`config.mk`:
```
export PLATFORM = sky130hd
export DESIGN_NAME = shift_seq_ctrl
export DESIGN_NICKNAME = d
export VERILOG_FILES = /design/src/rtl/shift_seq_pkg.sv /design/src/rtl/shift_seq_ctrl_shift.sv /design/src/rtl/shift_seq_ctrl.sv
export SDC_FILE = /design/constraint.sdc
export NUM_CORES = 1
export LEC_CHECK = 0
export ABC_AREA = 1
export CELL_PAD_IN_SITES_DETAIL_PLACEMENT = 0
export CELL_PAD_IN_SITES_GLOBAL_PLACEMENT = 2
export CORE_MARGIN = 4
export CORE_UTILIZATION = 28
export DETAILED_ROUTE_END_ITERATION = 8
export PLACE_DENSITY = 0.91
export SETUP_SLACK_MARGIN = 0.1
export SLEW_MARGIN = 30
export SYNTH_ARGS = -nofsm -noshare
export SYNTH_HDL_FRONTEND = slang
export SYNTH_HIERARCHICAL = 1
export SYNTH_SLANG_ARGS = --single-unit
export TNS_END_PERCENT = 50
```
`constraint.sdc`:
```
create_clock -name clk -period 3.2 [get_ports clk]
set_input_delay 0.48 -clock clk [delete_from_list [all_inputs] [get_ports clk]]
set_output_delay 0.48 -clock clk [all_outputs]
set_load 0.01 [all_outputs]
```
`src/rtl/shift_seq_pkg.sv`:
```
// Shared types for the shift sequencer: FSM state encoding
// and shift direction constants.
package shift_seq_pkg;

  typedef enum logic [1:0] {
    IDLE  = 2'd0,
    SHIFT = 2'd1,
    RESP  = 2'd2
  } state_t;

  localparam logic DIR_LEFT  = 1'b0;
  localparam logic DIR_RIGHT = 1'b1;

endpackage

```
`src/rtl/shift_seq_ctrl_shift.sv`:
```
// bidir_shift_reg: WIDTH-bit bidirectional shift register.
// Ports: clk, rst, en (shift), clr (priority clear), dir, d (serial in), q.
module bidir_shift_reg
  import shift_seq_pkg::*;
#(
  parameter int WIDTH = 4
) (
  input  logic             clk,
  input  logic             rst,
  input  logic             en,
  input  logic             clr,
  input  logic             dir,
  input  logic             d,
  output logic [WIDTH-1:0] q
);

  always_ff @(posedge clk or posedge rst) begin
    if (rst) begin
      q <= '0;
    end else if (clr) begin
      q <= '0;
    end else if (en) begin
      if (dir == DIR_RIGHT) begin
        q <= {d, q[WIDTH-1:1]};
      end else begin
        q <= {q[WIDTH-2:0], d};
      end
    end
  end

endmodule

```
`src/rtl/shift_seq_ctrl.sv`:
```
// shift_seq_ctrl: command-driven sequencer for a bidirectional shift register.
// Ports: cmd_* valid/ready command channel, abort, rsp_* valid/ready
// response channel, q (live register), busy. Optional rsp_parity
// output when SHIFT_SEQ_CTRL_PARITY_EN is defined.
module shift_seq_ctrl
  import shift_seq_pkg::*;
#(
  parameter int WIDTH = 4,
  parameter int LEN_W = $clog2(WIDTH) + 1
) (
  input  logic             clk,
  input  logic             rst,
  input  logic             cmd_valid,
  output logic             cmd_ready,
  input  logic             cmd_dir,
  input  logic             cmd_clr,
  input  logic [LEN_W-1:0] cmd_len,
  input  logic [WIDTH-1:0] cmd_data,
  input  logic             abort,
  output logic             rsp_valid,
  input  logic             rsp_ready,
  output logic [WIDTH-1:0] rsp_data,
  output logic [WIDTH-1:0] q,
  output logic             busy
`ifdef SHIFT_SEQ_CTRL_PARITY_EN
  ,
  output logic             rsp_parity
`endif
);

  localparam logic [LEN_W-1:0] MAX_LEN = LEN_W'(WIDTH);

  state_t           state;
  state_t           state_nx;
  logic             dir_r;
  logic [LEN_W-1:0] len_r;
  logic [WIDTH-1:0] data_r;
  logic [LEN_W-1:0] count;
  logic [LEN_W-1:0] len_sat;
  logic             accept;
  logic             shift_en;
  logic             last;

  assign len_sat  = (cmd_len > MAX_LEN) ? MAX_LEN : cmd_len;
  assign accept   = cmd_valid && cmd_ready;
  assign shift_en = (state == SHIFT) && !abort;
  assign last     = (count + LEN_W'(1)) == len_r;

  // data_r is consumed LSB first by shifting it down each step
  always_ff @(posedge clk or posedge rst) begin
    if (rst) begin
      dir_r  <= DIR_LEFT;
      len_r  <= '0;
      data_r <= '0;
      count  <= '0;
    end else if (accept) begin
      dir_r  <= cmd_dir;
      len_r  <= len_sat;
      data_r <= cmd_data;
      count  <= '0;
    end else if (shift_en) begin
      data_r <= data_r >> 1;
      count  <= count + LEN_W'(1);
    end
  end

  always_ff @(posedge clk or posedge rst) begin
    if (rst) begin
      state <= IDLE;
    end else begin
      state <= state_nx;
    end
  end

  always_comb begin
    state_nx = state;
    unique case (state)
      IDLE: begin
        if (accept) begin
          state_nx = (len_sat == '0) ? RESP : SHIFT;
        end
      end
      SHIFT: begin
        if (abort) begin
          state_nx = IDLE;
        end else if (last) begin
          state_nx = RESP;
        end
      end
      RESP: begin
        // abort wins over a same-cycle rsp_ready
        if (abort || rsp_ready) begin
          state_nx = IDLE;
        end
      end
      default: state_nx = IDLE;
    endcase
  end

  bidir_shift_reg #(
    .WIDTH(WIDTH)
  ) u_shift (
    .clk(clk),
    .rst(rst),
    .en (shift_en),
    .clr(accept && cmd_clr),
    .dir(dir_r),
    .d  (data_r[0]),
    .q  (q)
  );

  assign cmd_ready = (state == IDLE) && !abort;
  assign rsp_valid = (state == RESP);
  assign busy      = (state != IDLE);
  // q does not move in RESP, so it is the completed result
  assign rsp_data  = q;

`ifdef SHIFT_SEQ_CTRL_PARITY_EN
  assign rsp_parity = rsp_valid & (^q);
`endif

endmodule
```
==> key figures, run 1 <==
Status
  • Status: finished clean

Final layout
  • Fillers: approximately 340
  • Antenna diode count: 0
  • Share of post-route cells with drive strength above 1: 8.00%
  • Final Net Count: 166
  • Final cell count without fillers: 194
  • Final std cell area, no fill: 0.00123 mm²
  • Area growth, synth to finish: 31.2%

Floorplan
  • Die outline area: 0.00434 mm²
  • Starting density of the core: between 20 and 30%
  • Cell Rows: 20
  • Standard cell core area: 0.00313 mm²
  • Ports placed on the boundary: 25
  • Vertical extent of the die: 65.9 µm
  • Chip width: 65.9 µm

Clock tree
  • CTS root buf: sky130_fd_sc_hd__clkbuf_4
  • Post_cts resized: 0
  • Post-CTS setup repair buffer count: 0
  • Sink Count: 17
  • Register clock-pin slew on the reported worst setup and hold paths: 0.11 ns
  • CTS buffer count: 3
  • Clock Path Buffers: 2
  • Number of buffers inserted for hold repair after clock tree synthesis: 0
  • Clock tree from TritonCTS: yes
  • H-tree depth: 1
  • Clk Latency, worst-skew pair: 0.30 ns

STA
  • Aggregate negative setup slack: 0 ns
  • Setup repair after global routing missed its margin: false
  • Final Hold Vio Count: 0
  • Count of endpoints failing setup in the final report: 0
  • Final-layout worst hold slack: about 0.38 ns
  • Headroom to the max-slew limit: about two thirds
  • Clock Skews: about 0.0051 ns
  • Maximum clock frequency: approximately 470 MHz
  • Max Slew Vio Count: 0
  • Time the worst path needs with I/O delays and setup: 2.11 ns
  • Slew at the pin closest to its max-slew limit: 0.524 ns
  • Post-route fraction of the period consumed by the critical path: 66.0%

Yosys
  • Sequential share of the synthesized area: 45.4%
  • Number of library cell types mapped by synthesis: 20
  • Register bit total from synthesis: 17
  • Gate Count Post-Synth: 126
  • YS warnings: 6
  • Post-synth net total: roughly 140
  • Post-Syn Area: 937 µm²
  • Mean cell area of the mapped netlist: about 7.4 µm²

Worst setup path
  • Crit path kind: register to primary output
  • Arrival time of data at the critical path endpoint: about 1.6 ns
  • Required time reported for the critical path endpoint: 2.72 ns
  • Worst-case reg-to-reg path depth: 6
  • Critical Path Max Stage Delay: between 0.5 and 0.6 ns
  • Endpoint of the lowest-slack register-to-register path: u_shift/q[2]
  • Worst path cell trace: nor2_4 -> inv_1 -> nor2_1 -> clkdlybuf4s50_1
  • Kind of start point of the critical path: register
  • CP Capture Type: primary output
  • Beginning of the worst register-to-register path: state[0]
  • Maximum fanout along the worst path: 4
  • Register-to-register setup slack: about 1.8 ns
  • Cell at the slowest stage of the critical path: sky130_fd_sc_hd__clkdlybuf4s50_1

Routing
  • Post-DRT Antenna Nets: 0
  • Count of vias placed by the detailed router: 827
  • Routed wire length: 2010 µm
  • Detailed-route wire length per cell: just over 10 µm
  • Number of vias per cell: 4.26
  • Violation count after the first detailed-routing iteration: 16
  • Count of TritonRoute iterations in the first routing pass: 3
  • Remaining design rule violation count: 0

Pwr
  • Power Dens Cells: 802 mW/mm²
  • Highest ir drop seen on vdd: approximately 0.00036 V
  • Total leakage power: between 0.6 and 0.7 nW

Placement
  • Post-detailed-placement cell area: approximately 0.0012 mm²
  • Inst Count DP: 190
  • Placed wire-length estimate after detailed placement: between 1500 and 2000 µm
  • IO buf count: 24
  • Routability cong.: 0.747

GRT
  • Number of global-route vias before repair: about 840
  • Wire length of the first global-routing pass: between 3000 and 4000 µm
  • Remaining Overflow, GRT: 0
  • GR Util All Layers: between 10% and 20%
  • Initial antenna violation count: 0
  • Largest net degree at the start of global routing: 14

Run
  • MaxCap Viol Count: 0

Min path
  • HP Class: primary input to async pin
-- where the power goes --
part	internal (W)	leakage (nW)	switching (W)
logic	0.000222	0.392	0.000257
registers	0.000309	0.219	0.0000742
clock network	0.0000466	0.0177	0.0000772
total	0.000577	0.629	0.000409
-- stage by stage --
stage | power, W | worst slack (ns) | util, %
2_1_floorplan | 0.000706 | 1.88 | -
3_3_place_gp | 0.000865 | 1.16 | 38.4
3_5_place_dp | 0.000874 | 1.13 | 38.4
4_1_cts | 0.000998 | 1.07 | 39.3
5_1_grt | 0.00109 | 0.976 | 39.3
6_report | 0.000986 | 1.09 | 39.3
-- per-layer routing --
| layer | vias up | share of wire (%) | global-route usage, % |
|---|---|---|---|
| met5 | - | 0 | 0 |
| met4 | 0 | 2.4 | 5.44 |
| met3 | 5 | 4.9 | 1.87 |
| met2 | 22 | 45 | 17.8 |
| met1 | 366 | 47 | 14.0 |
| li1 | 434 | - | - |
-- cell families (layout without fill, tap and decap cells) --
logic type	after synthesis	after routing	synth area share (%)
AND/OR/NAND/NOR	66	66	31.6
buffers and inverters	28	52	12.9
flip-flops	17	17	45.4
AO/OA/AOI/OAI	14	14	8.68
adder cells (fa/ha/maj)	1	1	1.33
-- how the worst max path moves through the flow --
stage / from / slack (ns) / endpoint / depth (start not counted)
floorplan: state[0] / 1.88 / cmd_ready / 3
global placement: abort / 1.16 / cmd_ready / 3
detailed placement: abort / 1.13 / cmd_ready / 3
CTS: state[0] / 1.07 / cmd_ready / 4
global route: state[0] / 0.98 / cmd_ready / 4
finish: state[0] / 1.09 / cmd_ready / 4
-- area by class of cell --
class / count / area, µm² / share of cell area (%)
clock inverters: 1 / 5.00 / 0.407
well taps: 44 / 55.1 / 4.48
clock buffers: 3 / 22.5 / 1.83
multi-input cells: 81 / 390 / 31.7
flip-flops and latches: 17 / 425 / 34.6
repair buffers: 24 / 240 / 19.5
inverters: 24 / 91.3 / 7.43
-- critical path, delay by kind of cell, from the launching register on --
| family | cells | cell delay, ns |
|---|---|---|
| flip-flops | 1 | 0.44 |
| buffers and inverters | 2 | 0.62 |
| AND/OR/NAND/NOR | 2 | 0.27 |
-- registers in the layout, indices dropped and copies added (netlist names) --
signal     flops
count          3
data_r         4
dir_r          1
len_r          3
state          2
u_shift/q      4
-- cells in the mapped netlist --
| library cell | count | area (µm²) |
|---|---|---|
| sky130_fd_sc_hd__buf_4 | 4 | 30.0 |
| sky130_fd_sc_hd__clkinv_2 | 1 | 5.00 |
| sky130_fd_sc_hd__dfrtp_1 | 17 | 425 |
| sky130_fd_sc_hd__ha_1 | 1 | 12.5 |
| sky130_fd_sc_hd__inv_1 | 22 | 82.6 |
| sky130_fd_sc_hd__inv_2 | 1 | 3.75 |
| sky130_fd_sc_hd__nand2_1 | 48 | 180 |
| sky130_fd_sc_hd__nand2_2 | 1 | 6.26 |
| sky130_fd_sc_hd__nand3_1 | 7 | 35.0 |
| sky130_fd_sc_hd__nand3_2 | 1 | 10.0 |
| sky130_fd_sc_hd__nand3_4 | 1 | 17.5 |
| sky130_fd_sc_hd__nor2_1 | 5 | 18.8 |
| sky130_fd_sc_hd__nor2_2 | 1 | 6.26 |
| sky130_fd_sc_hd__nor2_4 | 2 | 22.5 |
| sky130_fd_sc_hd__o211ai_1 | 1 | 7.51 |
| sky130_fd_sc_hd__o21a_1 | 1 | 7.51 |
| sky130_fd_sc_hd__o21ai_0 | 8 | 40.0 |
| sky130_fd_sc_hd__o21ai_1 | 1 | 5.00 |
| sky130_fd_sc_hd__o221ai_1 | 1 | 8.76 |
| sky130_fd_sc_hd__o22ai_1 | 2 | 12.5 |
-- placed cells by master, fill, tap and decap left out, types with 2 or more instances in the layout --
cell type and count:
sky130_fd_sc_hd__nand2_1 48, sky130_fd_sc_hd__clkdlybuf4s50_1 24, sky130_fd_sc_hd__inv_1 22, sky130_fd_sc_hd__dfrtp_1 17, sky130_fd_sc_hd__o21ai_0 8, sky130_fd_sc_hd__nand3_1 7, sky130_fd_sc_hd__nor2_1 5, sky130_fd_sc_hd__clkbuf_4 3
sky130_fd_sc_hd__nor2_4 2, sky130_fd_sc_hd__clkinv_2 2, sky130_fd_sc_hd__o22ai_1 2
No activity file was read; power rests on OpenSTA's default activity.
==> inputs of run 2 (changes only) <==
Settings changed: CORE_UTILIZATION 28 to 23, PLACE_DENSITY 0.91 to 0.81.
Clock period 3.2 ns to 1.8 ns, I/O delays scaled along.
==> run 2 against run 1 <==
Highest routed layer unchanged. Largest power group unchanged. Critical endpoint is now busy. Flip-flop and latch count stayed put. Count of clock-buffer cells in the layout stayed put. First-iteration DRC count decreased by 6.3%.
==> key figures, run 2 (same netlist as run 1, synthesis figures left out) <==
STA
  • Final Hold Vio Count: 0
  • Maximum clock frequency: about 620 MHz
  • Count of endpoints failing setup in the final report: 0
  • Aggregate negative setup slack: 0 ns
  • Slew at the pin closest to its max-slew limit: around 0.5 ns
  • Time the worst path needs with I/O delays and setup: 1.61 ns
  • Setup repair after global routing missed its margin: false
  • Post-route fraction of the period consumed by the critical path: 89.2%
  • Clock Skews: 0.00191 ns
  • Max Slew Vio Count: 0
  • Headroom to the max-slew limit: roughly 66%

Worst setup path
  • Buffer and inverter count on the worst path: 2
  • Required time reported for the critical path endpoint: around 1.5 ns
  • Arrival time of data at the critical path endpoint: 1.34 ns
  • Kind of start point of the critical path: register
  • Crit path kind: register to primary output
  • Cell at the slowest stage of the critical path: sky130_fd_sc_hd__clkdlybuf4s50_1
  • Critical Path Max Stage Delay: 0.55 ns
  • Cell family with the largest share of critical-path delay: buffers and inverters
  • CP Capture Type: primary output
  • Worst path cell trace: nor2_4 -> inv_1 -> clkdlybuf4s50_1
  • Register-to-register setup slack: 0.43 ns
  • Maximum fanout along the worst path: 3

Final layout
  • Share of post-route cells with drive strength above 1: 9.21%
  • Leading cell types in the layout, fill and taps excluded: sky130_fd_sc_hd__nand2_1 (48), sky130_fd_sc_hd__inv_1 (22), sky130_fd_sc_hd__clkdlybuf4s50_1 (22)
  • Fillers: 397
  • Antenna diode count: 0
  • Most common cell after layout, fill and taps aside: sky130_fd_sc_hd__nand2_1
  • Post-layout util: roughly 33%
  • Registers with the highest flip-flop counts: data_r: 4 flops, u_shift/q: 4 flops
  • Final Net Count: 168
  • Area growth, synth to finish: 35.5%

Routing
  • Routed wire length: 2040 µm
  • Count of TritonRoute iterations in the first routing pass: 4
  • Detailed-route wire length per cell: 10.2 µm
  • Violation count after the first detailed-routing iteration: 15
  • Remaining design rule violation count: 0
  • Count of vias placed by the detailed router: 850
  • Number of vias per cell: 4.25
  • Post-DRT Antenna Nets: 0

Pwr
  • Total leakage power: 0.667 nW
  • Highest ir drop seen on vdd: 0.000453 V
  • Power Dens Cells: between 1000 and 1500 mW/mm²

Floorplan
  • Vertical extent of the die: 71.8 µm
  • Cell Rows: 22
  • Ports placed on the boundary: 25
  • Starting density of the core: about a quarter
  • Chip width: roughly 72 µm
  • Die outline area: 0.00516 mm²
  • Standard cell core area: 0.00380 mm²

Clock tree
  • Clock Path Buffers: 2
  • Clock tree from TritonCTS: yes
  • CTS buffer count: 3
  • Sink Count: 17
  • Number of buffers inserted for hold repair after clock tree synthesis: 0
  • H-tree depth: 1
  • Clk Latency, worst-skew pair: between 0.2 and 0.3 ns
  • CTS root buf: sky130_fd_sc_hd__clkbuf_8
  • Register clock-pin slew on the reported worst setup and hold paths: 0.07 ns

Run
  • MaxCap Viol Count: 0

Status
  • Status: finished clean

GRT
  • Wire length of the first global-routing pass: between 3000 and 4000 µm
  • Remaining Overflow, GRT: 0
  • Initial antenna violation count: 0
  • Largest net degree at the start of global routing: 14
  • GR Util All Layers: 8.70%
  • Number of global-route vias before repair: 839

Placement
  • Routability cong.: 0.718
  • Placed wire-length estimate after detailed placement: between 1500 and 2000 µm
  • IO buf count: 24

Min path
  • HP Class: primary input to async pin
[run 2: cell count changes in the layout (fill, tap and decap cells not counted), sizes merged]
cell	change
buf	+2
dlygate4sd2	+1
clkdlybuf4s50	-2
dlymetal6s2s	+1
[run 2: worst reg2reg max path: cells and delay by family (launching register included)]
family        cells  cell delay, ns
simple gates      6            0.73
flops             1            0.41
buf+inv           1            0.13
[run 2: power by group]
part | leakage (nW) | internal, W | switching (W) | total (W)
logic | 0.422 | 0.000417 | 0.000468 | 0.000884
clock network | 0.0255 | 0.000154 | 0.000133 | 0.000286
registers | 0.219 | 0.000550 | 0.000136 | 0.000687
[run 2: worst paths after layout]
| check | startpoint | endpoint | cells after the start |
|---|---|---|---|
| hold / removal | rst | u_shift/q[0] | 2 |
| setup / recovery | state[0] | busy | 3 |
| min in group clk | len_r[2] | len_r[2] | 1 |
| max in group asynchronous | rst | len_r[1] | 2 |
| hold reg to reg | len_r[2] | len_r[2] | 1 |
| setup reg to reg | state[1] | u_shift/q[1] | 7 |
[run 2: final cells by class]
type	instances	area, µm²	share of cell area (%)
Clock buffer	3	41.3	3.25
Tap cell	48	60.1	4.73
Clock inverter	1	5.00	0.394
Multi-Input combinational cell	81	390	30.7
Sequential cell	17	425	33.5
Inverter	24	91.3	7.19
Timing Repair Buffer	26	256	20.2
[run 2: stage by stage]
step	hold WS [ns]	instance area [µm²]	std cells	setup slack, ns	power (W)
finish	0.225	1270	200	0.194	0.00186
CTS	0.228	1270	200	0.0612	0.00189
detailed placement	0.499	1210	194	0.180	0.00156
floorplan	0.0361	937	126	0.567	0.00125
global route	0.264	1270	200	0.127	0.00204
global placement	0.491	1210	194	0.178	0.00154
[run 2: timing repair]
action                     in CTS  in global routing
gates resized for setup         1                  1
setup buffers                   2                  0
pin swaps                       1                  0
cloned                          0                  0
setup endpoints to repair       3                  1
[run 2: per-layer routing]
layer / share of wire [%] / GRT usage, % / wire, µm
met1: 49 / 10.4 / 995
met2: 43 / 14.1 / 870
met3: 5.4 / 1.68 / 110
met4: 2.9 / 5.64 / 60
met5: 0 / 0 / 0
==> inputs of run 3 (changes only) <==
Settings changed: SETUP_SLACK_MARGIN 0.1 to default.
==> run 3 against run 2 <==
Fmax fell by 0.69%. Hold slack barely moved. Critical path type unchanged. Largest power group unchanged. Power fell by 0.64%. Clock skew barely moved. Design area fell by 0.30%. Via count fell by 0.35%. Highest routed layer unchanged.
==> key figures, run 3 (same netlist as run 1, synthesis figures left out) <==
Placement
  • Placed wire-length estimate after detailed placement: about 1600 µm
  • Routability cong.: 0.718
  • Post-detailed-placement cell area: roughly 0.0012 mm²
  • Inst Count DP: 194
  • IO buf count: 24

Clock tree
  • Register clock-pin slew on the reported worst setup and hold paths: 0.07 ns
  • CTS root buf: sky130_fd_sc_hd__clkbuf_8
  • Clock Path Buffers: 2
  • Number of buffers inserted for hold repair after clock tree synthesis: 0
  • Sink Count: 17
  • H-tree depth: 1
  • Clock tree from TritonCTS: yes
  • CTS buffer count: 3
  • Clk Latency, worst-skew pair: 0.25 ns

GRT
  • Wire length of the first global-routing pass: 3530 µm
  • GR Util All Layers: a little under 9%
  • Initial antenna violation count: 0
  • Largest net degree at the start of global routing: 14
  • Number of global-route vias before repair: 836
  • Remaining Overflow, GRT: 0

Pwr
  • Post-layout total power: ~0.0018 W
  • Highest ir drop seen on vdd: roughly 0.00045 V
  • Power Dens Cells: 1460 mW/mm²
  • Total leakage power: 0.672 nW

Worst setup path
  • Buffer and inverter count on the worst path: 2
  • CP Capture Type: primary output
  • Cell at the slowest stage of the critical path: sky130_fd_sc_hd__clkdlybuf4s50_1
  • Critical Path Max Stage Delay: 0.55 ns
  • Cell family with the largest share of critical-path delay: buffers and inverters
  • Worst path cell trace: nor2_4 -> inv_1 -> clkdlybuf4s50_1
  • Required time reported for the critical path endpoint: 1.53 ns
  • Crit path kind: register to primary output
  • Kind of start point of the critical path: register
  • Arrival time of data at the critical path endpoint: 1.35 ns
  • Maximum fanout along the worst path: 3

Routing
  • Detailed-route wire length per cell: 10.2 µm
  • Count of vias placed by the detailed router: 847
  • Number of vias per cell: 4.26
  • DR top layer: met4
  • Remaining design rule violation count: 0
  • Met2 wire len: between 800 and 900 µm
  • Post-DRT Antenna Nets: 0
  • Wire length the detailed router placed on met1: 988 µm
  • Violation count after the first detailed-routing iteration: 11
  • Total length of routed met3 wires: 114 µm
  • Count of TritonRoute iterations in the first routing pass: 4
  • Routed wire length: 2030 µm

Floorplan
  • Chip width: 71.8 µm
  • Vertical extent of the die: 71.8 µm
  • Cell Rows: 22
  • Starting density of the core: 24.7%
  • Standard cell core area: 0.00380 mm²
  • Die outline area: 0.00516 mm²
  • Ports placed on the boundary: 25

STA
  • Clock Skews: between 0.0015 and 0.002 ns
  • Max Slew Vio Count: 0
  • Post-route fraction of the period consumed by the critical path: 89.8%
  • Setup repair after global routing missed its margin: false
  • Slew at the pin closest to its max-slew limit: about 0.51 ns
  • Aggregate negative setup slack: 0 ns
  • Time the worst path needs with I/O delays and setup: approximately 1.6 ns
  • Final Hold Vio Count: 0
  • Count of endpoints failing setup in the final report: 0
  • Maximum clock frequency: 618 MHz
  • Headroom to the max-slew limit: 65.9%

Final layout
  • Registers with the highest flip-flop counts: data_r: 4 flops, u_shift/q: 4 flops
  • Leading cell types in the layout, fill and taps excluded: sky130_fd_sc_hd__nand2_1 (48), sky130_fd_sc_hd__inv_1 (22), sky130_fd_sc_hd__clkdlybuf4s50_1 (22)
  • Most common cell after layout, fill and taps aside: sky130_fd_sc_hd__nand2_1
  • Final Net Count: 167
  • Share of post-route cells with drive strength above 1: between 8 and 9%
  • Final std cell area, no fill: roughly 0.0013 mm²
  • Area growth, synth to finish: 35.1%
  • Final cell count without fillers: 199
  • Antenna diode count: 0

Run
  • MaxCap Viol Count: 0

Status
  • Status: finished clean

Min path
  • HP Class: primary input to async pin
[run 3: changes by cell type in the layout (fill, tap and decap cells not counted)]
cell | before | now
sky130_fd_sc_hd__buf_4 | 2 | 1
sky130_fd_sc_hd__dlygate4sd2_1 | 1 | 0
sky130_fd_sc_hd__dlymetal6s2s_1 | 1 | 2
[run 3: final timing paths]
path | start | to | slack, ns | cells after the start
worst max-delay path | state[0] | busy | 0.18 | 3
worst min-delay path | rst | u_shift/q[0] | 0.23 | 2
worst max register to register | state[0] | u_shift/q[1] | 0.42 | 7
worst min register to register | len_r[2] | len_r[2] | 0.53 | 1
max in group asynchronous | rst | len_r[1] | 1.08 | 2
min in group clk | len_r[2] | len_r[2] | 0.53 | 1
[run 3: layout make-up]
class,count,area [µm²]
multi-input cells,81,390
flip-flops and latches,17,425
clock inverters,1,5.00
repair buffers,25,253
well taps,48,60.1
inverters,24,91.3
clock buffers,3,41.3
fillers,395,2530
[run 3: timing repair]
action                                  4_1_cts  5_1_grt
endpoints found under the setup margin        1        2
setup buffers                                 1        0
gates resized for setup                       0        2
pin swaps                                     1        0
[run 3: layer usage]
metal / track usage (%) / up-vias
li1: - / 435
met1: 10.4 / 382
met2: 14.1 / 25
met3: 1.68 / 5
met4: 5.64 / 0
met5: 0 / -
[run 3: report_power, final]
| part | internal [W] | switching (W) |
|---|---|---|
| Sequential | 0.000550 | 0.000137 |
| Clock | 0.000154 | 0.000133 |
| Combinational | 0.000408 | 0.000463 |
[run 3: stage by stage]
step                      setup slack (ns)  util (%)  hold WS (ns)
after CTS                           0.0495      33.2         0.228
after global placement               0.178      31.8         0.491
after global routing                 0.117      33.3         0.264
final                                0.183      33.3         0.225
after floorplan                      0.567         -        0.0361
after detailed placement             0.180      31.8         0.499
